### src/rtl/tt_window_scheduler_pkg.sv
// tt_sched_pkg: shared widths, FSM state encoding and table entry layout for tt_window_scheduler
package tt_sched_pkg;
   localparam int TIME_W = 64;
   localparam int ID_W = 16;
   typedef enum logic [2:0] {S_IDLE, S_LOAD, S_WAIT, S_ISSUE, S_GUARD} state_t;
   // en is the MSB so the table can keep it in a separately reset vector
   typedef struct packed {
      logic en;
      logic [ID_W-1:0] port;
      logic [ID_W-1:0] buffer;
      logic [TIME_W-1:0] win_start;
      logic [TIME_W-1:0] win_end;
      logic [ID_W-1:0] flow_id;
      logic [ID_W-1:0] length;
   } entry_t;
   localparam int ENTRY_W = $bits(entry_t);
endpackage

### src/rtl/tt_window_scheduler_if.sv
// tt_window_scheduler_if: table-load bus between the scheduler (master) and the receive-window checker (slave)
//   table_rdy       checker ready for an entry
//   table_wr        single-cycle entry strobe
//   port_number, buffer_number, window_start, window_end, flow_id, tt_length  entry data
interface tt_window_scheduler_if;
   import tt_sched_pkg::*;
   logic table_rdy;
   logic table_wr;
   logic [ID_W-1:0] port_number;
   logic [ID_W-1:0] buffer_number;
   logic [TIME_W-1:0] window_start;
   logic [TIME_W-1:0] window_end;
   logic [ID_W-1:0] flow_id;
   logic [ID_W-1:0] tt_length;
   modport master (
      input table_rdy,
      output table_wr, port_number, buffer_number, window_start, window_end, flow_id, tt_length
   );
   modport slave (
      output table_rdy,
      input table_wr, port_number, buffer_number, window_start, window_end, flow_id, tt_length
   );
endinterface

### src/rtl/tt_window_scheduler_table.sv
// tt_sched_table: DEPTH-entry register file, one write port, one synchronous read port, read-before-write
//   clk, rst          clock, async active-high reset (clears only the en bits and the read register)
//   we, waddr, wdata  write port
//   re, raddr, rdata  registered read port; rdata updates only when re is high
module tt_sched_table
   import tt_sched_pkg::*;
#(
   parameter int DEPTH = 16,
   localparam int AW = $clog2(DEPTH)
) (
   input  logic clk,
   input  logic rst,
   input  logic we,
   input  logic [AW-1:0] waddr,
   input  entry_t wdata,
   input  logic re,
   input  logic [AW-1:0] raddr,
   output entry_t rdata
);
   logic [ENTRY_W-2:0] mem [DEPTH];
   logic [DEPTH-1:0] en;
   always_ff @(posedge clk)
      if (we) mem[waddr] <= wdata[ENTRY_W-2:0];
   always_ff @(posedge clk or posedge rst)
      if (rst) begin
         en <= '0;
         rdata <= '0;
      end else begin
         if (we) en[waddr] <= wdata.en;
         if (re) rdata <= {en[raddr], mem[raddr]};
      end
endmodule

### src/rtl/tt_window_scheduler.sv
// tt_window_scheduler: walks a cyclic table of receive windows and issues each one to the checker in time
//   clk, rst           clock, async active-high reset
//   in_enable          run the scheduler
//   in_global_time     synchronized global time
//   in_cfg_*           table write port and entry count
//   bus                table-load master (table_rdy in, entry strobe and data out)
//   out_index          current entry index
//   out_miss           pulse when an entry is skipped as late
//   out_busy           state is not IDLE
module tt_window_scheduler
   import tt_sched_pkg::*;
#(
   parameter int DEPTH = 16,
   parameter int LEAD = 8,
   parameter logic [TIME_W-1:0] CYCLE_LEN = 64'd1000000,
   parameter int GUARD = 2,
   localparam int AW = $clog2(DEPTH)
) (
   input  logic clk,
   input  logic rst,
   input  logic in_enable,
   input  logic [TIME_W-1:0] in_global_time,
   input  logic in_cfg_wr,
   input  logic [AW-1:0] in_cfg_addr,
   input  logic in_cfg_en,
   input  logic [ID_W-1:0] in_cfg_port,
   input  logic [ID_W-1:0] in_cfg_buffer,
   input  logic [TIME_W-1:0] in_cfg_start,
   input  logic [TIME_W-1:0] in_cfg_end,
   input  logic [ID_W-1:0] in_cfg_flow_id,
   input  logic [ID_W-1:0] in_cfg_length,
   input  logic [AW:0] in_cfg_count,
   tt_window_scheduler_if.master bus,
   output logic [AW-1:0] out_index,
   output logic out_miss,
   output logic out_busy
);
   state_t state;
   logic [TIME_W-1:0] base;
   logic [AW-1:0] index;
   logic [7:0] gcnt;
   entry_t wdata;
   entry_t ent;
   logic [AW:0] cnt;
   logic wrap;
   logic [AW-1:0] index_n;
   logic [TIME_W-1:0] base_n;
   logic [TIME_W-1:0] abs_start;
   logic [TIME_W-1:0] abs_end;
   logic skip;
   logic late;
   logic go;
   assign wdata = '{en: in_cfg_en, port: in_cfg_port, buffer: in_cfg_buffer, win_start: in_cfg_start,
                    win_end: in_cfg_end, flow_id: in_cfg_flow_id, length: in_cfg_length};
   tt_sched_table #(.DEPTH(DEPTH)) u_table (
      .clk(clk),
      .rst(rst),
      .we(in_cfg_wr),
      .waddr(in_cfg_addr),
      .wdata(wdata),
      .re(state == S_LOAD),
      .raddr(index),
      .rdata(ent)
   );
   assign cnt = in_cfg_count > (AW+1)'(DEPTH) ? (AW+1)'(DEPTH) : in_cfg_count;
   // index >= count also wraps, so a lowered count takes effect at the next advance
   assign wrap = cnt == '0 || {1'b0, index} >= cnt - 1'b1;
   assign index_n = wrap ? '0 : index + 1'b1;
   assign base_n = wrap ? base + CYCLE_LEN : base;
   // entry read in LOAD is held in the table's read register for the whole WAIT
   assign abs_start = base + ent.win_start;
   assign abs_end = base + ent.win_end;
   assign skip = !ent.en || ent.win_end < ent.win_start;
   assign late = in_global_time > abs_end;
   assign go = in_global_time + TIME_W'(LEAD) >= abs_start && bus.table_rdy;
   assign out_index = index;
   assign out_busy = state != S_IDLE;
   always_ff @(posedge clk or posedge rst)
      if (rst) begin
         state <= S_IDLE;
         base <= '0;
         index <= '0;
         gcnt <= '0;
         out_miss <= 1'b0;
         bus.table_wr <= 1'b0;
         bus.port_number <= '0;
         bus.buffer_number <= '0;
         bus.window_start <= '0;
         bus.window_end <= '0;
         bus.flow_id <= '0;
         bus.tt_length <= '0;
      end else begin
         out_miss <= 1'b0;
         bus.table_wr <= 1'b0;
         if (!in_enable && state != S_ISSUE) state <= S_IDLE;
         else case (state)
            S_IDLE: if (cnt != '0) begin
               state <= S_LOAD;
               base <= in_global_time;
               index <= '0;
            end
            S_LOAD: state <= S_WAIT;
            S_WAIT: if (skip || late) begin
               out_miss <= !skip;
               state <= S_LOAD;
               index <= index_n;
               base <= base_n;
            end else if (go) begin
               state <= S_ISSUE;
               bus.table_wr <= 1'b1;
               bus.port_number <= ent.port;
               bus.buffer_number <= ent.buffer;
               bus.window_start <= abs_start;
               bus.window_end <= abs_end;
               bus.flow_id <= ent.flow_id;
               bus.tt_length <= ent.length;
            end
            S_ISSUE: begin
               state <= in_enable ? S_GUARD : S_IDLE;
               gcnt <= '0;
            end
            S_GUARD: if (gcnt == 8'(GUARD - 1)) begin
               state <= S_LOAD;
               index <= index_n;
               base <= base_n;
            end else gcnt <= gcnt + 1'b1;
            default: state <= S_IDLE;
         endcase
      end
endmodule

### src/flat_wrapper.sv
// flat-port wrapper written by rule: the top's interface ports become plain ports
module tt_window_scheduler_flat import tt_sched_pkg::*;
#(
   parameter int DEPTH = 16,
   parameter int LEAD = 8,
   parameter logic [TIME_W-1:0] CYCLE_LEN = 64'd1000000,
   parameter int GUARD = 2,
   localparam int AW = $clog2(DEPTH)
)
  (clk, rst, in_enable, in_global_time, in_cfg_wr, in_cfg_addr, in_cfg_en, in_cfg_port, in_cfg_buffer, in_cfg_start, in_cfg_end, in_cfg_flow_id, in_cfg_length, in_cfg_count, out_index, out_miss, out_busy, bus_table_rdy, bus_table_wr, bus_port_number, bus_buffer_number, bus_window_start, bus_window_end, bus_flow_id, bus_tt_length);
  tt_window_scheduler_if bus_i ();
  input  logic clk;
  input  logic rst;
  input  logic in_enable;
  input  logic [TIME_W-1:0] in_global_time;
  input  logic in_cfg_wr;
  input  logic [AW-1:0] in_cfg_addr;
  input  logic in_cfg_en;
  input  logic [ID_W-1:0] in_cfg_port;
  input  logic [ID_W-1:0] in_cfg_buffer;
  input  logic [TIME_W-1:0] in_cfg_start;
  input  logic [TIME_W-1:0] in_cfg_end;
  input  logic [ID_W-1:0] in_cfg_flow_id;
  input  logic [ID_W-1:0] in_cfg_length;
  input  logic [AW:0] in_cfg_count;
  output logic [AW-1:0] out_index;
  output logic out_miss;
  output logic out_busy;
  input wire logic [$bits(bus_i.table_rdy)-1:0] bus_table_rdy;
  output wire logic [$bits(bus_i.table_wr)-1:0] bus_table_wr;
  output wire logic [$bits(bus_i.port_number)-1:0] bus_port_number;
  output wire logic [$bits(bus_i.buffer_number)-1:0] bus_buffer_number;
  output wire logic [$bits(bus_i.window_start)-1:0] bus_window_start;
  output wire logic [$bits(bus_i.window_end)-1:0] bus_window_end;
  output wire logic [$bits(bus_i.flow_id)-1:0] bus_flow_id;
  output wire logic [$bits(bus_i.tt_length)-1:0] bus_tt_length;
  assign bus_i.table_rdy = bus_table_rdy;
  assign bus_table_wr = bus_i.table_wr;
  assign bus_port_number = bus_i.port_number;
  assign bus_buffer_number = bus_i.buffer_number;
  assign bus_window_start = bus_i.window_start;
  assign bus_window_end = bus_i.window_end;
  assign bus_flow_id = bus_i.flow_id;
  assign bus_tt_length = bus_i.tt_length;
  tt_window_scheduler #(.DEPTH(DEPTH), .LEAD(LEAD), .CYCLE_LEN(CYCLE_LEN), .GUARD(GUARD)) u_core (.clk(clk), .rst(rst), .in_enable(in_enable), .in_global_time(in_global_time), .in_cfg_wr(in_cfg_wr), .in_cfg_addr(in_cfg_addr), .in_cfg_en(in_cfg_en), .in_cfg_port(in_cfg_port), .in_cfg_buffer(in_cfg_buffer), .in_cfg_start(in_cfg_start), .in_cfg_end(in_cfg_end), .in_cfg_flow_id(in_cfg_flow_id), .in_cfg_length(in_cfg_length), .in_cfg_count(in_cfg_count), .bus(bus_i), .out_index(out_index), .out_miss(out_miss), .out_busy(out_busy));
endmodule
### config.mk
export PLATFORM = sky130hd
export DESIGN_NAME = tt_window_scheduler_flat
export DESIGN_NICKNAME = d
export VERILOG_FILES = /design/src/rtl/tt_window_scheduler_pkg.sv /design/src/rtl/tt_window_scheduler_if.sv /design/src/rtl/tt_window_scheduler_table.sv /design/src/rtl/tt_window_scheduler.sv /design/src/flat_wrapper.sv
export SDC_FILE = /design/constraint.sdc
export NUM_CORES = 2
export LEC_CHECK = 0
export BUFFER_PORTS_ARGS = -buffer_cell sky130_fd_sc_hd__buf_4
export CAP_MARGIN = 25
export CORE_MARGIN = 5
export CORE_UTILIZATION = 51
export CTS_CLUSTER_SIZE = 8
export DETAILED_ROUTE_END_ITERATION = 6
export PLACE_DENSITY = 0.67
export SYNTH_ARGS = -nofsm -noshare
export SYNTH_HDL_FRONTEND = slang
export SYNTH_SLANG_ARGS = --single-unit
### constraint.sdc
create_clock -name clk -period 21.5 [get_ports clk]
set_input_delay 2.15 -clock clk [delete_from_list [all_inputs] [get_ports clk]]
set_output_delay 2.15 -clock clk [all_outputs]
set_load 0.005 [all_outputs]
### After elaboration in Yosys (flattened, before gate mapping)

Memories as Yosys holds them, arrays and structs flattened. A register that Yosys moved wholly into a read port is not among the register bits.
Index checks and enable logic that the tools add are counted.

* register bits: 290
* RAM bits: 3072
* input bits: 271
* output and inout bits: 199
* word-level logic and storage cells: 98
* memories: 1

Memories
* u_core.u_table.mem: depth 16, width 192, rd ports 1, clocked after memory_dff 1, write ports 1, line tt_window_scheduler_table.sv:20 `logic [ENTRY_W-2:0] mem [DEPTH];`

* add/sub/neg operators: 7
* $lt $le $gt $ge: 8
* equality and inequality tests: 13
* mux-type cells: 34
* bitwise operators: 2
* reductions and logical operators: 19

Operators with widths (number)
* 64-bit 2-to-1 mux: 4
* 64-bit one-hot mux with 3 select lines: 1
* 64-bit adder: 2
* 64-bit by 20-bit adder with 64-bit output, second input constant: 1
* 64-bit by 4-bit adder with 64-bit output, second input constant: 1
* 64-bit >= comparator: 1
* 64-bit > comparator: 1
* 64-bit < comparator: 1
* 3-bit 2-to-1 mux: 6
* 16-bit bitwise mux: 1
* 4-bit 2-to-1 mux: 4
* 8-bit one-hot mux with 2 select lines: 1
* 3-bit one-hot mux with 5 select lines: 1
* 4-bit one-hot mux with 3 select lines: 1
* 1-bit 2-to-1 mux: 11
* 4-bit by 5-bit < comparator with 1-bit output, second input constant: 2
* 8-bit by 1-bit adder with 8-bit output, second input constant: 1
* 8-bit by 1-bit == test with 1-bit output, second input constant: 1
* 8-bit 2-to-1 mux: 1
* 3-bit by 2-bit == test with 1-bit output, second input constant: 2
* 2-bit by 1-bit != test with 1-bit output, second input constant: 3
* 3-bit by 1-bit != test with 1-bit output, second input constant: 2
* 3-bit AND reduction: 2
* 3-bit nonzero test: 2
* 23 further kinds: 30

### Logic depth before layout (Yosys ltp)

* depth after elaboration: 8
* depth in mapped cells: 26
* depth with buffers taken out: 23

### Cells and area by module

From an unflattened synthesis, not the netlist that was laid out.

* cell total of the unflattened synthesis: 8618
* area total of the unflattened synthesis: 147966.9 um2

Modules (own cells, without submodules)
* tt_sched_table: times used 1, cells each 5658, area an instance 123045.5 um2, seq. area each 97478.5 um2
* tt_window_scheduler: times used 1, cells each 2960, area an instance 24921.4 um2, seq. area each 6831.6 um2

### Worst setup path before layout

No wires, ideal clock.

* kind: input to register
* start point: in in_cfg_addr[0]
* end point: reg u_core.u_table.en[0]
* setup time: 133 ps
* arrival time: 17349 ps
* data required time: 21367 ps
* slack: 4019 ps
* stages on the path: 3
* buffers on the path: 0
* cells stage by stage: or3b_2 -> nor3_1 -> mux2_2

* longest elaborated chain between the ends: 5
* elaborated cells on any way between the ends: 6
* classes of those cells: order compare (2); mux (3); reduce/logical (1)

Ends and longest elaborated chain
* start: declaration: line flat_wrapper.sv:17 `input logic [AW-1:0] in_cfg_addr;`
* 4-bit by 5-bit < comparator with 1-bit output (implied by the code) / 4-bit by 1-bit >= comparator with 1-bit output (equally long branches): line tt_window_scheduler_table.sv:29 `if (we) en[waddr] <= wdata.en;`
* 1-bit logical AND (implied by the code): line tt_window_scheduler_table.sv:29
* 1-bit 2-to-1 mux (implied by the code): line tt_window_scheduler_table.sv:29
* 1-bit demux with 4-bit select *: line tt_window_scheduler_table.sv:29
* 16-bit bitwise mux *: line tt_window_scheduler_table.sv:29
* end signal: indexed assignment: line tt_window_scheduler_table.sv:29
* end: declaration: line tt_window_scheduler_table.sv:21 `logic [DEPTH-1:0] en;`

Every way passes the cells marked *; elsewhere a longest branch is shown, timed or not.
A chain may end at the register's enable or synchronous reset.

### Worst setup path after layout

* start point: reg, netlist name u_core.u_table.rdata[32]
* end point: reg u_core.bus.window_end[0]

* longest elaborated chain between the ends: 5
* elaborated cells on any way between the ends: 7
* classes of those cells: add/sub (1); order compare (2); bitwise (1); reduce/logical (3)

Ends and longest elaborated chain
* 64-bit adder / 64-bit < comparator (equally long branches): line tt_window_scheduler.sv:72, tt_window_scheduler.sv:73
* 64-bit > comparator / 1-bit logical OR (equally long branches): line tt_window_scheduler.sv:74, tt_window_scheduler.sv:73
* 1-bit logical OR: line tt_window_scheduler.sv:103 `S_WAIT: if (skip || late) begin`
* 1-bit NOT (no line)
* 4-bit AND reduction (no line)
* end signal: assignment: line tt_window_scheduler.sv:114 `bus.window_end <= abs_end;`
* end: declaration: line tt_window_scheduler_if.sv:17 `output table_wr, port_number, buffer_number, window_start, window_end, flow_id, tt_length`

Several ways; a longest one is shown, not always the timed one.

==> results.md <==
- Global Route Usage Sum: between 20% and 30%
- DRC: 0
- Placed Instances: 11767
- Data arrival, critical path: roughly 9.9 ns
- Synth async-reset ratio: 13.6%
- Area of the die: approximately 0.3 mm²
- H-tree levels: 5
- Final period util: 42.5%
- Post-DR wirelength/cell: 31.8 µm
- Worst slack, placed: 12.04 ns
- Clk_lat worst skew: 1.01 ns
- Pre-Repair DR Iteration Count: 6
- PwrDens: 116 mW/mm²
- Layout area overhead: 15.3%
- Worst-path fanout max: 81
- Sequential fraction of the synthesis area: 70.8%
- Non-filler cells, final: 12640
- Static Leak: 57.8 nW
- CTS buffer count: 484
- Worst setup margin: 12.35 ns
- Most common cell after layout, fill and taps aside: edfxtp_1
- DRT Wirelength: 402000 µm
- Mux contribution to synthesized area: 16.6%
- Synth unique cells: 91
- Adder-cell share of the synthesized area: 2.81%
- Top-level I/O count: 470
- Port-buffer cells: 469
- Status: completed
- Worst Max-Slew Pin Slew: 1.17 ns
- Slew Limit Fails: 0
- Setup Skew: 0.127 ns
- Initial antenna violation count: 75
- Final setup vio count: 0
- Reg area: 0.104 mm²
- Max Clock Freq: 109 MHz
- CTS root buf: clkbuf_16
- CP Data Required Time: 22.28 ns
- Post-layout util: between 50% and 60%
- Dpl cell area: around 0.16 mm²
- Synth Flop Type: edfxtp_1
- CTS Buffer Depth: 4
- #FFs+latches synth: 3554
- Most frequent cells in the layout: edfxtp_1 (3072), mux4_2 (965), buf_4 (570)
- Multi-input gate area: 0.0413 mm²
- Die height: 548 µm
- Cell area after synthesis: 0.147 mm²
- Yosys warning count: 0
- Fill cells: between 20000 and 25000
- Setup crit end kind: flop
- Largest net degree at the start of global routing: 162
- Vias post-DR: between 70000 and 80000
- Synth Area in Simple Gates: 3.33%
- Share of cells above drive strength 1: 26.8%
- Detail Route Antenna Nets: 0
- Nets: around 9000
- # rows: 197
- Avg Cell Area, Syn: 19.0 µm²
- Post-Synth XOR/XNOR Area: 1.09%
- Design Power: 19.6 mW
- Post-CTS sizing: 0
- Core ar.: 0.288 mm²
- # clock sinks: 3554
- Largest family of logic cells by synthesized area: multiplexers
- Hold slack: 0.477 ns
- Hold buffer count at CTS: 0
- VDD IR-drop max: ~0.000087 V
- Initial Utilization: roughly 50%
- Clock slew at reported path FFs: 0.05 ns
- First-pass GRT wire length: between 500000 and 600000 µm
- Post-DP HPWL: 238000 µm
- EDFF count, synth: between 3000 and 4000
- Compound-Gate Fraction of Synth Area: under 10%
- GPL Wtd Cong: between 0.9 and 1
- Hold Path Class: flop to flop
- Gr ovfl total: 0
- Crit-path cells: ha_1 -> inv_1 -> fa_1 -> nand2b_1 -> a21oi_1 -> nor2_1 -> o21ba_2 -> o21ai_0 -> a41oi_1 -> o221ai_1 -> nor2_1 -> xor2_1 -> ha_1 -> nand4_1 -> nor4_2 -> nand4_1 -> or3_1 -> a22o_1 -> and4_4 -> o22ai_1 -> or3_4 -> buf_4 -> buf_4 -> mux2_4
- Design Area, Final: 0.170 mm²
- Rel. slew slack: 22.3%
- CTS tree: done
- Vias in the first global route: ~81000
- Slowest cell delay on critical path: 0.69 ns
- CP Launch Type: flop
- CP max stage cell: buf_4
- Mapped Cells: 7749
- Chip width: 548 µm
- Postcts setup bufs: 0
- Final worst path period need: between 9 and 10 ns
- 1st-iter DRT viols: ~8600
- Setup TNS Final: 0 ns
- Syn nets: 8350
- Vias per cell: ~6.3
- Final Hold Fails: 0
- Unrepaired setup endpoints after global routing: no
- Kind of critical path: flop to flop
- Max-cap check violation count: 0
[routing by layer]
metal  GRT usage [%]  routed length, µm  vias to the layer above
li1                -                  -                    33169
met1            36.6             160000                    42018
met2            42.9             196000                     3360
met3            5.08              30900                      648
met4            9.33              14800                       36
met5               0                230                        -
[cell families after synthesis]
family / after synthesis
xor+xnor: 183
compound gates: 984
mux: 1186
fa+ha+maj: 330
flops: 3554
simple gates: 1030
buf+inv: 482
[area by class of cell]
class                   count  share of cell area (%)
repair buffers            597                    2.85
flip-flops and latches   3554                    61.4
inverters                 124                   0.283
well taps                3781                    2.78
multi-input cells        3713                    24.3
clock inverters            30                   0.460
clock buffers             795                    7.85
diodes                     46                  0.0678
[cell usage after synthesis, drive strengths merged (6+ instances only)]
master,count,area [µm²]
clkbuf,255,957
a311oi,6,52.6
o211ai,17,133
a21oi,267,1340
nand3b,6,45.0
nand4,67,419
a211oi,36,270
a31oi,29,181
xnor2,119,1040
o21a,13,97.6
and2,24,150
inv,124,465
o2bb2ai,6,52.6
nor2,175,662
nor4,14,100
mux2,217,2670
nand3,110,551
a221oi,9,78.8
or3,19,119
buf,103,479
nor3,52,275
a21o,108,811
nor2b,24,150
mux4,965,21700
a2bb2oi,16,153
o21ai,328,1650
edfxtp,3072,92200
nand2,411,1540
or2,13,81.3
a31o,6,52.6
dfrtp,482,12100
and4,20,178
o31ai,16,130
ha,328,4100
a211o,8,70.1
o22ai,29,181
nand2b,24,150
a221o,9,90.1
and3,53,332
xor2,64,561
a21boi,7,52.6
o21bai,24,180
[final timing paths]
kind | cells past startpoint | slack (ns) | startpoint | endpoint
min in group asynchronous | 2 | 1.23 | rst | u_core.bus.flow_id[12]
hold / removal | 2 | 0.48 | u_core.bus.window_start[16] | u_core.bus.window_start[16]
max in group asynchronous | 5 | 17.50 | rst | u_core.bus.window_end[2]
hold reg to reg | 2 | 0.48 | u_core.bus.window_start[16] | u_core.bus.window_start[16]
setup reg to reg | 24 | 12.35 | u_core.u_table.rdata[32] | u_core.bus.window_end[0]
setup / recovery | 24 | 12.35 | u_core.u_table.rdata[32] | u_core.bus.window_end[0]
[critical path, delay by kind of cell (launching register included)]
kind,cells,cell delay (ns)
AOI/OAI and AO/OA,7,2.62
muxes,1,0.35
adders and majority gates,3,0.91
DFF,1,0.42
and+or+nand+nor,9,3.02
xor gates and xnor gates,1,0.18
buffers and inverters,3,1.36
[power breakdown]
group	total, mW	internal, mW	switching [mW]
Clock	7.02	4.19	2.83
Sequential	8.24	7.89	0.350
Combinational	4.36	1.77	2.59
Total	19.6	13.9	5.77
[state kept, by name (all words and copies together) (netlist names)]
| name | flops |
|---|---|
| u_core.u_table.mem | 3072 |
| u_core.u_table.rdata | 193 |
| u_core.base | 64 |
| u_core.bus.window_end | 64 |
| u_core.bus.window_start | 64 |
| u_core.bus.buffer_number | 16 |
| u_core.bus.flow_id | 16 |
| u_core.bus.port_number | 16 |
| u_core.bus.tt_length | 16 |
| u_core.u_table.en | 16 |
| u_core.gcnt | 8 |
| u_core.out_index | 4 |
| u_core.state | 3 |
| u_core.bus.table_wr | 1 |
| u_core.out_miss | 1 |
(Power assumes the default switching activity.)
